$ cat src/rtl/core_req_issuer_pkg.sv
// Shared defaults, FSM state encoding and helpers for the core request issuer.
// Optional feature macro: CORE_REQ_BACKOFF_EN (exponential backoff after retries).
package core_req_issuer_pkg;

    localparam int unsigned N_CORES    = 2;
    localparam int unsigned CORE_REQ_W = 8;
    // Width of the saturating consecutive-retry counter (k).
    localparam int unsigned K_LOG2     = 3;

`ifdef CORE_REQ_BACKOFF_EN
    typedef enum logic [1:0] {
        CH_IDLE    = 2'd0,
        CH_ISSUE   = 2'd1,
        CH_BACKOFF = 2'd2,
        CH_DONE    = 2'd3
    } ch_state_e;
`else
    typedef enum logic [1:0] {
        CH_IDLE  = 2'd0,
        CH_ISSUE = 2'd1,
        CH_DONE  = 2'd3
    } ch_state_e;
`endif

    // Backoff exponent for the k-th consecutive retry (k >= 1), capped.
    function automatic int unsigned bo_exp(input int unsigned k, input int unsigned cap);
        return (k - 1 > cap) ? cap : k - 1;
    endfunction

endpackage

$ cat src/rtl/core_req_issuer_fifo.sv
// Per-channel request queue (module core_req_fifo): power-of-2 depth circular buffer
// with wrapping pointers and an occupancy counter one bit wider than the pointers.
module core_req_fifo #(
    parameter int unsigned W     = 8,
    parameter int unsigned DEPTH = 16
) (
    input  logic         clk,
    input  logic         rst,
    input  logic         push_i,
    input  logic [W-1:0] data_i,
    input  logic         pop_i,
    output logic [W-1:0] head_o,
    output logic         empty_o,
    output logic         full_o
);
    localparam int unsigned AW = $clog2(DEPTH);

    logic [W-1:0]  mem_q [DEPTH];
    logic [AW-1:0] wr_ptr_q, rd_ptr_q;
    logic [AW:0]   cnt_q;
    logic          do_push, do_pop;

    assign empty_o = (cnt_q == '0);
    // Occupancy never exceeds DEPTH, so the MSB alone marks full.
    assign full_o  = cnt_q[AW];
    assign head_o  = mem_q[rd_ptr_q];

    assign do_push = push_i && !full_o;
    assign do_pop  = pop_i && !empty_o;

    always_ff @(posedge clk) begin
        if (do_push) begin
            mem_q[wr_ptr_q] <= data_i;
        end
    end

    always_ff @(posedge clk) begin
        if (!rst) begin
            wr_ptr_q <= '0;
            rd_ptr_q <= '0;
            cnt_q    <= '0;
        end else begin
            if (do_push) begin
                wr_ptr_q <= wr_ptr_q + 1'b1;
            end
            if (do_pop) begin
                rd_ptr_q <= rd_ptr_q + 1'b1;
            end
            case ({do_push, do_pop})
                2'b10:   cnt_q <= cnt_q + 1'b1;
                2'b01:   cnt_q <= cnt_q - 1'b1;
                default: cnt_q <= cnt_q;
            endcase
        end
    end

endmodule

$ cat src/rtl/core_req_issuer.sv
// Multi-channel core request issuer: per-channel queue plus IDLE/ISSUE/(BACKOFF)/DONE FSM.
// Define CORE_REQ_BACKOFF_EN to enable exponential backoff after retries.
module core_req_issuer
    import core_req_issuer_pkg::*;
#(
    parameter int unsigned N_CH        = N_CORES,
    parameter int unsigned REQ_W       = CORE_REQ_W,
    parameter int unsigned DEPTH       = 16,
    parameter int unsigned BO_MAX_LOG2 = 4
) (
    input  logic                                   clk,
    input  logic                                   rst,
    input  logic                                   ld_vld,
    input  logic [((N_CH > 1) ? $clog2(N_CH) : 1)-1:0] ld_ch,
    input  logic [REQ_W-1:0]                       ld_data,
    output logic                                   ld_rdy,
    input  logic                                   start,
    output logic [N_CH*REQ_W-1:0]                  core_req_flat,
    output logic [N_CH-1:0]                        core_req_vld,
    input  logic [N_CH-1:0]                        core_req_retry,
    output logic                                   done,
    output logic [N_CH*16-1:0]                     retry_cnt_flat
);
    localparam int unsigned CH_W = (N_CH > 1) ? $clog2(N_CH) : 1;
`ifdef CORE_REQ_BACKOFF_EN
    localparam int unsigned BO_W = BO_MAX_LOG2 + 1;
`endif

    if (DEPTH < 2 || (DEPTH & (DEPTH - 1)) != 0) begin : g_bad_depth
        $error("core_req_issuer: DEPTH must be a power of 2 and at least 2");
    end
    if (BO_MAX_LOG2 > 30) begin : g_bad_bo
        $error("core_req_issuer: BO_MAX_LOG2 too large");
    end

    logic [N_CH-1:0] full_w, done_w;

    always_comb begin
        ld_rdy = 1'b0;
        if (32'(ld_ch) < N_CH) begin
            ld_rdy = !full_w[ld_ch] && !done_w[ld_ch];
        end
    end

    assign done = &done_w;

    for (genvar c = 0; c < N_CH; c++) begin : g_ch
        ch_state_e        state_q;
        logic [15:0]      rcnt_q;
        logic [REQ_W-1:0] head;
        logic             empty, full, loading, push, vld, pop, retry;

        assign loading = ld_vld && (ld_ch == CH_W'(c));
        assign push    = loading && ld_rdy;
        assign retry   = core_req_retry[c];
        assign vld     = (state_q == CH_ISSUE) && !empty;
        assign pop     = vld && !retry;

        core_req_fifo #(
            .W     (REQ_W),
            .DEPTH (DEPTH)
        ) u_fifo (
            .clk     (clk),
            .rst     (rst),
            .push_i  (push),
            .data_i  (ld_data),
            .pop_i   (pop),
            .head_o  (head),
            .empty_o (empty),
            .full_o  (full)
        );

`ifdef CORE_REQ_BACKOFF_EN
        logic [K_LOG2-1:0] cons_q, cons_d;
        logic [BO_W-1:0]   bo_q, bo_d;

        // bo_d is the one-hot backoff length 2^min(k-1, BO_MAX_LOG2).
        always_comb begin
            cons_d = (cons_q == '1) ? cons_q : cons_q + 1'b1;
            bo_d   = '0;
            bo_d[bo_exp(32'(cons_d), BO_MAX_LOG2)] = 1'b1;
        end
`endif

        always_ff @(posedge clk) begin
            if (!rst) begin
                state_q <= CH_IDLE;
                rcnt_q  <= '0;
`ifdef CORE_REQ_BACKOFF_EN
                cons_q  <= '0;
                bo_q    <= '0;
`endif
            end else begin
                if (vld && retry && rcnt_q != 16'hFFFF) begin
                    rcnt_q <= rcnt_q + 16'd1;
                end
                case (state_q)
                    CH_IDLE: begin
                        if (start) begin
                            state_q <= CH_ISSUE;
                        end
                    end
                    CH_ISSUE: begin
                        if (empty && !loading) begin
                            state_q <= CH_DONE;
                        end
`ifdef CORE_REQ_BACKOFF_EN
                        else if (vld && retry) begin
                            state_q <= CH_BACKOFF;
                            cons_q  <= cons_d;
                            bo_q    <= bo_d;
                        end else if (pop) begin
                            cons_q  <= '0;
                        end
`endif
                    end
`ifdef CORE_REQ_BACKOFF_EN
                    CH_BACKOFF: begin
                        bo_q <= bo_q - 1'b1;
                        if (bo_q == BO_W'(1)) begin
                            state_q <= CH_ISSUE;
                        end
                    end
`endif
                    CH_DONE: state_q <= CH_DONE;
                    default: state_q <= CH_IDLE;
                endcase
            end
        end

        assign core_req_vld[c]                   = vld;
        assign core_req_flat[c*REQ_W +: REQ_W]   = vld ? head : '0;
        assign retry_cnt_flat[c*16 +: 16]        = rcnt_q;
        assign full_w[c]                         = full;
        assign done_w[c]                         = (state_q == CH_DONE);
    end

endmodule
$ cat config.mk
export PLATFORM = sky130hd
export DESIGN_NAME = core_req_issuer
export DESIGN_NICKNAME = d
export VERILOG_FILES = /design/src/rtl/core_req_issuer_pkg.sv /design/src/rtl/core_req_issuer_fifo.sv /design/src/rtl/core_req_issuer.sv
export SDC_FILE = /design/constraint.sdc
export NUM_CORES = 1
export LEC_CHECK = 0
export CAP_MARGIN = 20
export CORE_ASPECT_RATIO = 0.75
export CORE_UTILIZATION = 64
export DETAILED_ROUTE_END_ITERATION = 6
export GPL_TIMING_DRIVEN = 0
export HOLD_SLACK_MARGIN = 0.02
export PLACE_DENSITY = 0.84
export SETUP_SLACK_MARGIN = 0.1
export SLEW_MARGIN = 10
export SYNTH_ARGS = -nofsm -noshare
export SYNTH_HDL_FRONTEND = slang
export SYNTH_SLANG_ARGS = --single-unit
$ cat constraint.sdc
create_clock -name clk -period 6.1 [get_ports clk]
set_clock_uncertainty 0.05 [all_clocks]
set_input_delay 0.915 -clock clk [delete_from_list [all_inputs] [get_ports clk]]
set_output_delay 0.915 -clock clk [all_outputs]
set_load 0.02 [all_outputs]
==> reports/results.ini, run 1 <==
[drt]
wl_per_cell_um=22.6
drtIter0Drc=843
drt_pass1_iterations=5
wl_mm=28.0
ant_nets=0
drc=0
vias_per_cell=6.20
dr_total_vias=7698

[worst_setup_path]
path_buf_inv=2
arrival_ns=3.23
path_cells=buf_1 -> mux4_2 -> mux4_2 -> nor2b_1 -> clkdlybuf4s50_1
worstSetupEndpointType=output port
critical_path.max_stage_delay_ns=0.59
critPathSlowestCell=buf_1
worstSetupPathType=reg -> out
required_ns=5.13
cp_common_cell=mux4_2
critPathMaxFanout=10
startpoint_type=flop
critPathTopFamily=buffers and inverters

[sta]
worstMarginPinSlew_ns=0.922
final-max-slew-violation-count=0
setup_viol=0
max_freq_mhz=238
tns_ns=0
relSlewSlack_pct=38.3
rsz0062_at_grt=false
fin_crit_ns=4.20
timing_hold_violations_final=0
min_period_over_period_pct=68.8

[cells_and_area]
drive_above_1_share_pct=17.5
fillCellCount=1209
final_core_util_pct=75.7
layout_common_cells=edfxtp_1, nor2_1, mux4_2
synthToLayoutAreaGrowth_pct=15.0
fin_nets=971
final_common_cell=edfxtp_1

[logic_synthesis]
synth_area_sq_um=13500
synth_edf_count=256
synth_cell_types=56
seq_area_frac_synth_pct=67.5
ys_warn_count=0
ys_async_sr_fraction_pct=0
syn-mean-instance-area_sq_um=16.2
synth_nets=864
synth_flop_cell=edfxtp_1
synthCells=830
ys_ff_latch=326

[clock_network]
numCtsBuffers=29
clk_pin_slew_ns=0.06
cts_tree=yes
cts_max_level=1
clockBufferDepth=3
clkSinkCount=326
clock_tree.root_cell=clkbuf_16
post_cts_buffers=0
ctsHoldBuffers=0
clk_latency_ns=0.54
cts_resized=0

[global_routing]
grt_pass1_wl_mm=42.2
grt_pass1_vias=7372
antenna_found_initial=1
grt_overflow=0
grt_start_max_net_pins=33
track_usage_pct=26.6

[flow_run]
maxCapViolCount=0

[power]
peakVddDrop_v=0.000278
power.density_nw_per_um2=286
p_total_mw=4.42
p_leak_nw=4.92

[placement]
port_buffers=65
gp_congestion=0.857
dp_hpwl_mm=18.0

[die]
core_area_sq_um=20400
rows=45
dieArea_sq_um=21600
fp.dieH_um=128
ios=67
start_util_pct=65.9
die_w_um=169

[status]
status=finished clean

[hold_path]
hold_path_class=reg -> reg

-- path summary, 6_finish.rpt --
path | cells past startpoint | slack, ns | endpoint | from
setup / recovery | 5 | 1.90 | core_req_flat[2] | flop
hold / removal | 2 | 0.44 | g_ch[1].u_fifo.cnt_q[4] | g_ch[1].u_fifo.cnt_q[4]
setup reg to reg | 12 | 2.76 | g_ch[0].u_fifo.cnt_q[4] | g_ch[0].u_fifo.cnt_q[2]
hold reg to reg | 2 | 0.44 | g_ch[1].u_fifo.cnt_q[4] | g_ch[1].u_fifo.cnt_q[4]
-- sequential cells by signal, indices dropped and copies added (netlist names), named ones only --
name                  cells
g_ch.rcnt_q              32
g_ch.state_q              4
g_ch.u_fifo.cnt_q        10
g_ch.u_fifo.mem_q       256
g_ch.u_fifo.rd_ptr_q      8
g_ch.u_fifo.wr_ptr_q      8
-- metal layers --
| layer | part of all wire [%] | GRT usage [%] |
|---|---|---|
| met1 | 42 | 37.8 |
| met2 | 48 | 43.1 |
| met3 | 7.3 | 4.43 |
| met4 | 2.6 | 7.63 |
| met5 | 0 | 0 |
-- where the power goes --
group | internal [mW] | switching, mW | leakage [nW]
sequential | 2.41 | 0.0181 | 2.87
clock | 0.953 | 0.772 | 0.434
combinational | 0.114 | 0.150 | 1.61
-- through the flow --
stage | hold slack (ns) | instances | area, sq um | setup WS (ns)
after floorplan | 0.400 | 830 | 13500 | 2.91
after global placement | 0.413 | 1177 | 14500 | 2.01
after detailed placement | 0.432 | 1179 | 14500 | 1.97
after CTS | 0.442 | 1232 | 15400 | 1.90
after global routing | 0.471 | 1241 | 15500 | 1.80
final | 0.438 | 1242 | 15500 | 1.90
-- worst register-to-register path, cell delays in order, from the launching register on --
cell and delay, ns:
dfxtp_1 0.33, clkbuf_1 0.33, nor4_1 0.15, a211oi_2 0.45, ha_1 0.30, clkbuf_1 0.35
xor2_1 0.19, ha_1 0.25, nand2_1 0.07, nand2_1 0.06, a31oi_1 0.05, or4_1 0.53
a21oi_1 0.15
-- synth_stat cells (15+ instances only) --
cell type	instances	area (sq um)
nand2_1	45	169
inv_1	16	60.1
a21oi_1	17	85.1
nor2_1	82	308
nand3_1	17	85.1
mux4_2	80	1800
xor2_1	15	131
nor2b_1	17	106
clkbuf_1	17	63.8
dfxtp_1	70	1400
xnor2_1	25	219
ha_1	19	238
edfxtp_1	256	7690
-- cells by family (layout without fill, tap and decap cells) --
group | count (synthesis) | in the layout | synth area share, %
flip-flops | 326 | 326 | 67.5
AND/OR/NAND/NOR | 238 | 238 | 8.99
multiplexers | 89 | 89 | 14.1
buffers and inverters | 62 | 191 | 2.27
AO/OA/AOI/OAI | 56 | 56 | 2.80
XOR/XNOR | 40 | 40 | 2.60
adder cells (fa/ha/maj) | 19 | 19 | 1.77
other | 0 | 1 | 0
-- final cells by class --
class	count	area, sq um	area share [%]
Timing Repair Buffer	76	758	4.90
Antenna cell	1	2.50	0.0162
Clock inverter	20	148	0.954
Multi-Input combinational cell	442	4080	26.4
Clock buffer	33	741	4.79
Buffer	44	238	1.54
Sequential cell	326	9090	58.7
Inverter	18	67.6	0.437
Tap cell	282	353	2.28
No activity file was read; power rests on OpenSTA's default activity.
==> run 2: changes to the inputs <==
--- a/config.mk
+++ b/config.mk
@@ -7,11 +7,11 @@
 export LEC_CHECK = 0
 export CAP_MARGIN = 20
 export CORE_ASPECT_RATIO = 0.75
-export CORE_UTILIZATION = 64
+export CORE_UTILIZATION = 60
 export DETAILED_ROUTE_END_ITERATION = 6
 export GPL_TIMING_DRIVEN = 0
 export HOLD_SLACK_MARGIN = 0.02
-export PLACE_DENSITY = 0.84
+export PLACE_DENSITY = 0.8
 export SETUP_SLACK_MARGIN = 0.1
 export SLEW_MARGIN = 10
 export SYNTH_ARGS = -nofsm -noshare
==> constraint.sdc (replaced) <==
create_clock -name clk -period 3.9 [get_ports clk]
set_clock_uncertainty 0.05 [all_clocks]
set_input_delay 0.585 -clock clk [delete_from_list [all_inputs] [get_ports clk]]
set_output_delay 0.585 -clock clk [all_outputs]
set_load 0.02 [all_outputs]
==> run 2 against run 1 <==
Final cell count up 1.2%. Global-route usage down 2.2 points. Power up 64%. Via count down 0.83%. Design area up 1.3%. Register-to-register slack worse by 2.3 ns. Wire length down 1.5%. Sequential share of layout area down 0.77 points. Die area up 6.6%. Count of clock-buffer cells in the layout up 10. First-iteration DRC count down 5.1%. Combinational power up 56%. Highest routed layer unchanged.
==> reports/results.ini, run 2 (synthesis results as in run 1) <==
[status]
status=finished clean

[power]
power_frac_comb_pct=5.7
p_sw_mw=1.52
power.density_nw_per_um2=463
p_leak_nw=5.06
power.share.clock_pct=41.9
seqPwrFrac_pct=52.4
p_int_mw=5.74
p_total_mw=7.26
peakVddDrop_v=0.000387
swShare_pct=20.9

[sta]
relSlewSlack_pct=27.2
timing_hold_violations_final=0
fin_crit_ns=3.69
tns_ns=0
holdWs_ns=0.442
setup_ws_ns=0.206
min_period_over_period_pct=94.7
max_freq_mhz=271
setup_viol=0
final-max-slew-violation-count=0
rsz0062_at_grt=false
worstMarginPinSlew_ns=1.08

[global_routing]
grt_start_max_net_pins=33
grt_pass1_wl_mm=42.7
grt_pass1_vias=7384
track_usage_pct=24.4
antenna_found_initial=1
grt_overflow=0

[cells_and_area]
top_regs=g_ch.u_fifo.mem_q x256, g_ch.rcnt_q x32, g_ch.u_fifo.cnt_q x10
fillCellCount=1371
layout_common_cells=edfxtp_1, nor2_1, mux4_2
final_common_cell=edfxtp_1
largest_reg_flops=256
drive_above_1_share_pct=19.0
final_core_util_pct=71.1
synthToLayoutAreaGrowth_pct=16.5
regMostFlops=g_ch.u_fifo.mem_q
fin_nets=973
num_antenna_cells=0

[hold_path]
hold_path_class=reg -> reg

[placement]
gp_congestion=0.830
port_buffers=65
dp_hpwl_mm=17.5
place_ws_ns=0.167

[clock_network]
clk_pin_slew_ns=0.06
cts_max_level=1
ctsHoldBuffers=0
clock_tree.root_cell=clkbuf_16
cts_tree=yes
numCtsBuffers=30
clockBufferDepth=3
clkSinkCount=326
clk_latency_ns=0.55

[drt]
drtIter0Drc=800
drt_pass1_iterations=5
wl_mm=27.6
ant_nets=0
wl_per_cell_um=22.0
vias_per_cell=6.07
drc=0
dr_total_vias=7634

[die]
rows=47
core_area_sq_um=22100
die_w_um=175
fp.dieH_um=132
dieArea_sq_um=23000
start_util_pct=61.0
ios=67

[worst_setup_path]
arrival_ns=3.06
startpoint_type=flop
required_ns=3.26
r2r_slack_ns=0.49
critPathMaxFanout=10
worstSetupPathType=reg -> out
worstSetupEndpointType=output port

[flow_run]
maxCapViolCount=0

==> run 2: cell types whose count changed in the layout (fill, tap and decap cells not counted), sizes merged <==
cell / delta
bufinv: +1
clkbuf: +9
dlymetal6s2s: +2
diode: -1
clkinvlp: +1
clkinv: -10
inv: +1
==> run 2: path summary, 6_finish.rpt <==
check | to | startpoint | cells after the start
setup / recovery | core_req_flat[10] | flop | 6
hold reg to reg | g_ch[1].u_fifo.cnt_q[4] | g_ch[1].u_fifo.cnt_q[4] | 2
hold / removal | g_ch[1].u_fifo.cnt_q[4] | g_ch[1].u_fifo.cnt_q[4] | 2
setup reg to reg | g_ch[0].u_fifo.cnt_q[4] | g_ch[0].u_fifo.cnt_q[2] | 12
==> run 2: layout make-up <==
type | instances | area (sq um) | share of cell area [%]
Tap cell | 294 | 368 | 2.35
Clock buffer | 43 | 891 | 5.68
Inverter | 18 | 67.6 | 0.431
Sequential cell | 326 | 9090 | 57.9
Multi-Input combinational cell | 442 | 4080 | 26.0
Clock inverter | 13 | 148 | 0.941
Buffer | 44 | 245 | 1.56
Timing Repair Buffer | 77 | 795 | 5.07
==> run 2: timing repair <==
action | CTS | global route
setup buffers | 0 | 0
hold endpoints to repair | 0 | 0
setup endpoints to repair | 16 | 2
resized for setup | 6 | 2
==> run 2: worst max-delay path: stages, from the launching register on <==
cell and delay (ns):
dfxtp_1 0.30, buf_2 0.21, buf_6 0.23, mux4_2 0.56
mux4_2 0.46, nor2b_1 0.17, clkdlybuf4s50_1 0.57
==> run 2: through the flow <==
stage | area (sq um) | cells
after floorplan | 13500 | 830
after global placement | 14500 | 1189
after detailed placement | 14500 | 1192
after CTS | 15600 | 1248
after global routing | 15700 | 1257
final | 15700 | 1257
==> run 2: power by group through the flow <==
stage	clock, mW	sequential [mW]	combinational, mW
global route	3.21	3.80	0.444
detailed placement	0	3.88	0.397
CTS	3.08	3.81	0.400
finish	3.04	3.80	0.412
floorplan	0	3.87	0.250
global placement	0	3.88	0.382
==> run 2: layer usage <==
layer	global-route usage (%)	routed length [um]	vias to the layer above	part of all wire (%)
met5	0	0	-	0
met4	5.27	544	0	2.0
met3	3.56	2270	43	8.2
met2	38.5	13200	347	48
met1	36.6	11600	3824	42
li1	-	-	3420	-
==> run 3: changes to the inputs <==
--- a/config.mk
+++ b/config.mk
@@ -7,11 +7,10 @@
 export LEC_CHECK = 0
 export CAP_MARGIN = 20
 export CORE_ASPECT_RATIO = 0.75
-export CORE_UTILIZATION = 60
+export CORE_UTILIZATION = 36
 export DETAILED_ROUTE_END_ITERATION = 6
 export GPL_TIMING_DRIVEN = 0
 export HOLD_SLACK_MARGIN = 0.02
-export PLACE_DENSITY = 0.8
 export SETUP_SLACK_MARGIN = 0.1
 export SLEW_MARGIN = 10
 export SYNTH_ARGS = -nofsm -noshare
==> run 3 against run 2 <==
First-iteration DRC count is 14% lower. Die area is 66% higher. Largest cell class unchanged. Sequential power hardly changed. Via count is 2.3% lower. Sequential share of layout area is 1.2 points lower. Wire length is 3.5% higher. Sequential cell count stayed put. Hold slack worse by 0.0012 ns.
==> reports/results.ini, run 3 (synthesis results as in run 1) <==
[die]
rows=60
core_area_sq_um=36300
die_w_um=225
start_util_pct=37.0
dieArea_sq_um=38200
fp.dieH_um=169
ios=67

[drt]
wl_mm=28.6
wl_per_cell_um=19.5
dr_total_vias=7459
drc=0
ant_nets=0
drtIter0Drc=685
vias_per_cell=5.09
drt_pass1_iterations=5

[cells_and_area]
multi_input_area_sq_um=4080
fillCellCount=3229
regArea_sq_um=9090
layout_common_cells=edfxtp_1, nor2_1, mux4_2
synthToLayoutAreaGrowth_pct=19.1
fin_nets=978
num_antenna_cells=0
regMostFlops=g_ch.u_fifo.mem_q
drive_above_1_share_pct=19.0
largest_reg_flops=256
fin_area_sq_um=16000
top_regs=g_ch.u_fifo.mem_q x256, g_ch.rcnt_q x32, g_ch.u_fifo.cnt_q x10
final_common_cell=edfxtp_1

[sta]
setup_viol=0
final-max-slew-violation-count=0
tns_ns=0
timing_hold_violations_final=0
max_freq_mhz=270
min_period_over_period_pct=94.8
fin_crit_ns=3.70
relSlewSlack_pct=39.0
worstMarginPinSlew_ns=0.912
rsz0062_at_grt=false

[hold_path]
hold_path_class=reg -> reg
hold_depth=2

[worst_setup_path]
arrival_ns=3.06
worstSetupEndpointType=output port
ff2ff_path_depth=12
critPathMaxFanout=10
worstSetupPathType=reg -> out
startpoint_type=flop
required_ns=3.26

[placement]
port_buffers=65
dp_hpwl_mm=19.2
gp_congestion=0.798
place_area_sq_um=14900

[clock_network]
clk_latency_ns=0.56
ctsHoldBuffers=0
clkSinkCount=326
cts_tree=yes
post_cts_buffers=0
clockBufferDepth=3
numCtsBuffers=31
clk_pin_slew_ns=0.06
clock_tree.root_cell=clkbuf_16
cts_max_level=1

[global_routing]
track_usage_pct=15.3
grt_overflow=0
grt_pass1_vias=7206
antenna_found_initial=0
grt_start_max_net_pins=33
grt_pass1_wl_mm=44.2

[power]
seqPwrFrac_pct=52.1
p_sw_mw=1.54
p_leak_nw=5.16
swShare_pct=21.1
power_frac_comb_pct=5.9
power.share.clock_pct=42.0
p_int_mw=5.75
peakVddDrop_v=0.000279
power.density_nw_per_um2=455

[flow_run]
maxCapViolCount=0

[status]
status=finished clean

run 3: changes by cell type in the layout (fill, tap and decap cells not counted), sizes merged:
cell and change:
dlymetal6s2s +3, dlygate4sd2 +1, inv -1, bufinv +1
clkbuf -3, clkdlybuf4s50 -5, buf +4, clkinv +5
run 3: final timing paths:
path | end | startpoint | slack, ns
min | g_ch[1].state_q[1] | g_ch[1].state_q[0] | 0.44
max | core_req_flat[6] | flop | 0.20
max reg2reg | g_ch[0].u_fifo.cnt_q[4] | g_ch[0].u_fifo.cnt_q[2] | 0.56
min reg2reg | g_ch[1].state_q[1] | g_ch[1].state_q[0] | 0.44
run 3: per-layer routing:
layer  track usage [%]  wire length [um]  part of all wire, %
met3              2.35              1470                  5.2
met2              22.5             12700                   44
met1              23.6             13800                   48
met5                 0                 0                    0
met4              3.70               586                  2.1
run 3: final cells by class:
type / instances / area share [%]
flip-flops and latches: 326 / 56.7
multi-input cells: 442 / 25.4
repair buffers: 81 / 5.48
clock buffers: 39 / 5.28
well taps: 496 / 3.87
plain buffers: 44 / 1.64
clock inverters: 18 / 1.17
inverters: 18 / 0.422
run 3: repair_timing:
item	4_1_cts	5_1_grt
gates resized for setup	7	10
pin swaps	0	0
endpoints found under the setup margin	16	13
cloned	0	0
run 3: critical path, cell delays in order (launching register included):
cell and delay [ns]:
dfxtp_1 0.30, buf_2 0.21, buf_6 0.22, mux4_2 0.56, mux4_2 0.50, nor2b_1 0.15, clkdlybuf4s50_1 0.56
run 3: per-stage QoR:
stage | std cells | power [mW] | setup WS (ns) | util [%] | hold WS, ns
final | 1464 | 7.29 | 0.203 | 44.1 | 0.440
after global routing | 1464 | 7.53 | 0.0989 | 44.1 | 0.462
after CTS | 1462 | 7.37 | 0.101 | 43.9 | 0.438
after detailed placement | 1405 | 4.31 | 0.169 | 41.1 | 0.430
after global placement | 1391 | 4.28 | 0.0768 | 40.5 | 0.417
after floorplan | 830 | 4.12 | 1.04 | - | 0.400
run 3: power groups by stage:
stage | clock (mW) | sequential (mW) | combinational (mW)
global route | 3.26 | 3.80 | 0.466
finish | 3.06 | 3.80 | 0.427
CTS | 3.14 | 3.80 | 0.429
floorplan | 0 | 3.87 | 0.250
detailed placement | 0 | 3.88 | 0.429
global placement | 0 | 3.88 | 0.403
